==> src/rtl/alu_lock_arbiter_pkg.sv <==
// Shared types and helpers for the ALU lock arbiter and the issue logic.
// Issue-ID age compare wraps modulo 2^width.
package alu_lock_arbiter_pkg;

    typedef enum logic {
        ST_IDLE = 1'b0,
        ST_HELD = 1'b1
    } lock_state_e;

    // Index width that stays legal for a single-entry vector.
    function automatic int unsigned idx_width(input int unsigned n);
        return (n > 1) ? $clog2(n) : 1;
    endfunction

    // a is older than b when bit (width-1) of (a - b) is set; ids zero-extended to 32 bits.
    function automatic logic id_older(input logic [31:0] a, input logic [31:0] b,
                                      input int unsigned width);
        return |((a - b) & (32'd1 << (width - 1)));
    endfunction

endpackage

==> src/rtl/alu_lock_arbiter_age_select.sv <==
// Combinational oldest-issue-ID selector over the masked request vector.
// Equal IDs resolve to the lowest index.
module alu_age_select
    import alu_lock_arbiter_pkg::*;
#(
    parameter  int unsigned NUM_SICS = 4,
    parameter  int unsigned ID_WIDTH = 8,
    localparam int unsigned IDX_W    = idx_width(NUM_SICS)
) (
    input  logic [NUM_SICS-1:0]          req_i,
    input  logic [NUM_SICS-1:0]          mask_i,
    input  logic [NUM_SICS*ID_WIDTH-1:0] id_i,
    output logic                         found_c_o,
    output logic [IDX_W-1:0]             win_idx_c_o
);

    logic [ID_WIDTH-1:0] best_id;
    logic [ID_WIDTH-1:0] cand_id;

    // Running oldest: a later entry only replaces the holder when strictly older.
    always_comb begin
        found_c_o   = 1'b0;
        win_idx_c_o = '0;
        best_id     = '0;
        cand_id     = '0;
        for (int unsigned i = 0; i < NUM_SICS; i++) begin
            cand_id = id_i[i*ID_WIDTH +: ID_WIDTH];
            if (req_i[i] && mask_i[i] &&
                (!found_c_o || id_older(32'(cand_id), 32'(best_id), ID_WIDTH))) begin
                found_c_o   = 1'b1;
                win_idx_c_o = IDX_W'(i);
                best_id     = cand_id;
            end
        end
    end

endmodule

==> src/rtl/alu_lock_arbiter.sv <==
// Single shared ALU lock: grants the oldest requesting SIC and hands over on release.
// Optional watchdog revoke is enabled by defining ALU_LOCK_TIMEOUT_EN.
module alu_lock_arbiter
    import alu_lock_arbiter_pkg::*;
#(
    parameter  int unsigned NUM_SICS    = 4,
    parameter  int unsigned ID_WIDTH    = 8,
    parameter  int unsigned TIMEOUT_CYC = 64,
    localparam int unsigned IDX_W       = idx_width(NUM_SICS)
) (
    input  logic                         clk,
    input  logic                         rst_n,
    input  logic [NUM_SICS-1:0]          req,
    input  logic [NUM_SICS*ID_WIDTH-1:0] req_issue_id,
    input  logic [NUM_SICS-1:0]          release_lock,
    output logic [NUM_SICS-1:0]          grant,
    output logic                         lock_busy,
    output logic [IDX_W-1:0]             owner_idx,
    output logic                         err_spurious,
    output logic                         err_timeout
);

    lock_state_e         state_q, state_d;
    logic [NUM_SICS-1:0] grant_q, grant_d;
    logic [IDX_W-1:0]    owner_q, owner_d;
    logic                err_sp_q, err_sp_d;
    logic                err_to_q, err_to_d;

    logic [NUM_SICS-1:0] held_mask_c;
    logic                found_c;
    logic [IDX_W-1:0]    win_idx_c;
    logic                owner_rel_c;
    logic                spurious_c;
    logic                timeout_hit_c;
    logic                handover_c;

    // The current owner is excluded so a handover never re-grants the releasing SIC.
    assign held_mask_c = (state_q == ST_HELD) ? grant_q : '0;
    assign owner_rel_c = |(release_lock & held_mask_c);
    assign spurious_c  = |(release_lock & ~held_mask_c);
    assign handover_c  = owner_rel_c | timeout_hit_c;

    alu_age_select #(
        .NUM_SICS (NUM_SICS),
        .ID_WIDTH (ID_WIDTH)
    ) u_age_select (
        .req_i       (req),
        .mask_i      (~held_mask_c),
        .id_i        (req_issue_id),
        .found_c_o   (found_c),
        .win_idx_c_o (win_idx_c)
    );

`ifdef ALU_LOCK_TIMEOUT_EN
    localparam int unsigned WD_W = idx_width(TIMEOUT_CYC);

    logic [WD_W-1:0] wd_cnt_q, wd_cnt_d;

    assign timeout_hit_c = (state_q == ST_HELD) && (wd_cnt_q == WD_W'(TIMEOUT_CYC - 1));

    // Counts cycles of the current tenure; any handover or idle restarts it.
    always_comb begin
        wd_cnt_d = '0;
        if ((state_q == ST_HELD) && !handover_c) begin
            wd_cnt_d = wd_cnt_q + 1'b1;
        end
    end

    always_ff @(posedge clk or negedge rst_n) begin
        if (!rst_n) begin
            wd_cnt_q <= '0;
        end else begin
            wd_cnt_q <= wd_cnt_d;
        end
    end
`else
    assign timeout_hit_c = 1'b0;
`endif

    always_ff @(posedge clk or negedge rst_n) begin
        if (!rst_n) begin
            state_q <= ST_IDLE;
        end else begin
            state_q <= state_d;
        end
    end

    always_comb begin
        state_d = state_q;
        unique case (state_q)
            ST_IDLE: if (found_c) state_d = ST_HELD;
            ST_HELD: if (handover_c && !found_c) state_d = ST_IDLE;
            default: state_d = ST_IDLE;
        endcase
    end

    // Re-arbitrate whenever idle or the lock is being handed over.
    always_comb begin
        grant_d  = grant_q;
        owner_d  = owner_q;
        err_sp_d = err_sp_q | spurious_c;
        err_to_d = err_to_q | timeout_hit_c;
        if ((state_q == ST_IDLE) || handover_c) begin
            if (found_c) begin
                grant_d = NUM_SICS'(1) << win_idx_c;
                owner_d = win_idx_c;
            end else begin
                grant_d = '0;
                owner_d = '0;
            end
        end
    end

    always_ff @(posedge clk or negedge rst_n) begin
        if (!rst_n) begin
            grant_q  <= '0;
            owner_q  <= '0;
            err_sp_q <= 1'b0;
            err_to_q <= 1'b0;
        end else begin
            grant_q  <= grant_d;
            owner_q  <= owner_d;
            err_sp_q <= err_sp_d;
            err_to_q <= err_to_d;
        end
    end

    assign grant        = grant_q;
    assign lock_busy    = (state_q == ST_HELD);
    assign owner_idx    = owner_q;
    assign err_spurious = err_sp_q;
    assign err_timeout  = err_to_q;

    a_grant_onehot0: assert property (@(posedge clk) disable iff (!rst_n) $onehot0(grant_q));

endmodule
==> config.mk <==
export PLATFORM = sky130hd
export DESIGN_NAME = alu_lock_arbiter
export DESIGN_NICKNAME = d
export VERILOG_FILES = /design/src/rtl/alu_lock_arbiter_pkg.sv /design/src/rtl/alu_lock_arbiter_age_select.sv /design/src/rtl/alu_lock_arbiter.sv
export SDC_FILE = /design/constraint.sdc
export NUM_CORES = 1
export LEC_CHECK = 0
export CAP_MARGIN = 10
export CELL_PAD_IN_SITES_DETAIL_PLACEMENT = 1
export CELL_PAD_IN_SITES_GLOBAL_PLACEMENT = 1
export CORE_AREA = 2 2 76 78
export CTS_CLUSTER_DIAMETER = 40
export DETAILED_ROUTE_END_ITERATION = 10
export DIE_AREA = 0 0 78 80
export PLACE_DENSITY = 0.8
export SETUP_SLACK_MARGIN = 0.1
export SLEW_MARGIN = 20
export SYNTH_ARGS = -nofsm -noshare
export SYNTH_HDL_FRONTEND = slang
export SYNTH_SLANG_ARGS = --single-unit
==> constraint.sdc <==
create_clock -name clk -period 6.6 [get_ports clk]
set_input_delay 0.66 -clock clk [delete_from_list [all_inputs] [get_ports clk]]
set_output_delay 0.66 -clock clk [all_outputs]
set_load 0.02 [all_outputs]
==> results.py <==
metrics = {
    "run_status": {
        "status": "finished clean",
    },
    "critical_path": {
        "end_kind": "register",
        "critical_path.slowest_cell": "clkdlybuf4s50_1",
        "critical_path.top_delay_family": "compound AO/OA/AOI/OAI gates",
        "path_class": "in2reg",
        "worstPathRequired_ns": 6.74,
        "slowest_delay_ns": 0.55,
        "crit_fanout": 6,
        "r2r-start": "grant[0]",
        "crit_arrival_ns": 6.65,
        "crit_buf_inv": 3,
        "cp-start-kind": "input port",
        "crit_start": "req_issue_id[1]",
    },
    "power": {
        "peakVddDrop_mv": 0.113,
        "power_density_mw_per_mm2": 286,
        "p_leak_nw": 1.26,
    },
    "die": {
        "die_width_microns": 78,
        "num_rows": 27,
        "dieArea_sq_mm": 0.00624,
        "die_h_microns": 80,
        "design.core.area_sq_mm": 0.00541,
        "io_pins": 51,
        "start_util": 0.290,
    },
    "global_route": {
        "grt_max_degree": 10,
        "grt_use_total": 0.188,
        "grt_pass1_wl_microns": 9490,
        "gr-total-overflow": 0,
        "grt_pass1_vias": 2040,
        "antenna_found_initial": 0,
    },
    "layout": {
        "drive_above_1_share": 0.379,
        "final_nets": 352,
        "area_growth_pct": 81.5,
        "n_antenna_cell": 0,
    },
    "synth": {
        "yosysTopAreaCell": "ha_1",
        "ys.flop_type": "dfrtp_1",
        "synth_top_area_frac": 0.144,
        "syn_area_sq_mm": 0.00157,
        "synth.avg_cell_area_sq_um": 7.91,
        "synth_fp_nets": 258,
        "ys_warn_count": 0,
        "synth_area_leaders": "ha_1 (14%), dfrtp_1 (13%), nand2_1 (6.2%)",
        "synth-seq-cells": 8,
        "seq_area_frac_synth": 0.128,
        "synthTopCellsByCount": "nand2_1 (26), ha_1 (18), inv_1 (17), nor2_1 (17)",
        "synthMostInstantiatedCell": "nand2_1",
        "synth_cell_types": 62,
        "async_reset_ff_frac": 1.00,
        "syn_inst": 198,
        "synth-edff-count": 0,
    },
    "detailed_routing": {
        "wl_per_cell_microns": 20.4,
        "ant_nets": 0,
        "via_per_inst": 5.59,
        "drc_errors": 0,
        "dr.pass1.iters": 4,
        "vias": 2025,
        "drt-total-wl_microns": 7380,
        "dr.first_iter.drc_count": 128,
    },
    "worst_hold_path": {
        "min-delay-path-class": "reg2reg",
        "hp-start": "err_spurious",
    },
    "timing": {
        "finalClockSkew_ns": 0.00412,
        "setup_viol": 0,
        "rsz0062_at_grt": "yes",
        "fin_worst_hold_slack_ns": 0.498,
        "min_period_ns": 6.52,
        "setup_tns_ns": 0,
        "timing.final.crit_share": 0.987,
        "hold_violations": 0,
        "drv_slew": 0,
        "max_freq_ghz": 0.153,
    },
    "clock_tree": {
        "clock_latency_ns": 0.23,
        "clock_path_buffers": 2,
        "cts-htree-levels": 1,
        "cts_hold_buf": 0,
        "cts-root-buf": "clkbuf_8",
        "cts_buffers": 3,
        "cts_sinks": 8,
        "cts_tree": "built",
        "path_clk_slew_ns": 0.04,
    },
    "placed_design": {
        "gp_congestion": 0.809,
        "port-buffer-count": 49,
        "hpwl_microns": 4430,
    },
    "run": {
        "drv_cap": 0,
    },
}
-- cell families after synthesis --
group                      after synthesis  share of synthesized area
AOI/OAI and AO/OA                       67                      0.367
xor gates and xnor gates                 3                     0.0216
adders and majority gates               18                      0.144
buffers and inverters                   23                     0.0631
DFF                                      8                      0.128
muxes                                    8                     0.0591
other                                    1                    0.00239
and+or+nand+nor                         70                      0.216
-- flip-flops by register name, summed over array words and instances, names as in the netlist --
register and count:
err_spurious 1, owner_idx 2, grant 4, lock_busy 1
-- worst register-to-register path, delay by kind of cell (launching register included) --
kind | cells | cell delay [ns]
and+or+nand+nor | 4 | 0.34
xor gates and xnor gates | 2 | 0.25
DFF | 1 | 0.46
adders and majority gates | 3 | 0.84
AOI/OAI and AO/OA | 15 | 3.38
muxes | 2 | 0.61
buffers and inverters | 3 | 0.48
-- layout by cell type (no fill, tap or decap), drive strengths merged, types with 3 or more instances in the layout --
cell type,instances
clkdlybuf4s50,42
mux2,7
a211oi,6
dfrtp,8
o21ai,8
a31oi,9
nand3,3
nand4,4
clkbuf,3
buf,47
dlymetal6s2s,6
nor3,3
xnor2,3
and3,4
o21a,4
nor2,17
inv,17
o211ai,5
nand2,27
a21boi,3
a21o,7
a21oi,6
ha,18
-- routing by layer --
metal	vias up	GRT usage	wire length, microns
met5	-	0	0
met1	1012	0.232	3070
li1	926	-	-
met3	26	0.0226	216
met2	61	0.341	3810
met4	0	0.0561	292
-- power breakdown --
part	switching, mW	leakage [nW]	total, mW	internal, mW
Clock	0.0203	0.0216	0.0599	0.0396
Sequential	0.0196	0.0947	0.0853	0.0657
Combinational	0.333	1.14	0.669	0.336
-- final timing paths --
path / end / slack (ns) / cells after the start
min: err_spurious / 0.50 / 2
max reg2reg: grant[0] / 0.14 / 29
max: grant[0] / 0.08 / 28
max in group asynchronous: grant[3] / 5.61 / 1
min reg2reg: err_spurious / 0.50 / 2
min in group asynchronous: grant[1] / 0.71 / 1
-- cell type report --
cell class | instances | area [sq um]
well taps | 72 | 90.1
inverters | 17 | 63.8
multi-input cells | 167 | 1570
clock buffers | 3 | 41.3
flip-flops and latches | 8 | 200
fillers | 635 | 2560
repair buffers | 95 | 880
-- per-stage QoR --
| stage | worst slack, ns | util | area (sq um) | cells | total power [mW] |
|---|---|---|---|---|---|
| 6_report | 0.0836 | 0.526 | 2840 | 362 | 0.814 |
| 2_1_floorplan | 0.102 | - | 1630 | 198 | 0.399 |
| 4_1_cts | 0.103 | 0.475 | 2570 | 351 | 0.695 |
| 3_5_place_dp | -0.429 | 0.436 | 2360 | 341 | 0.582 |
| 3_3_place_gp | -0.140 | 0.436 | 2360 | 341 | 0.566 |
| 5_1_grt | -0.218 | 0.526 | 2840 | 362 | 0.864 |
-- what timing repair did --
item / in CTS / in global routing
pin swaps: 13 / 23
endpoints found under the setup margin: 6 / 6
hold endpoints to repair: 0 / 0
cloned: 1 / 0
setup buffers: 6 / 11
gates resized for setup: 21 / 40
No activity file was read; power rests on OpenSTA's default activity.
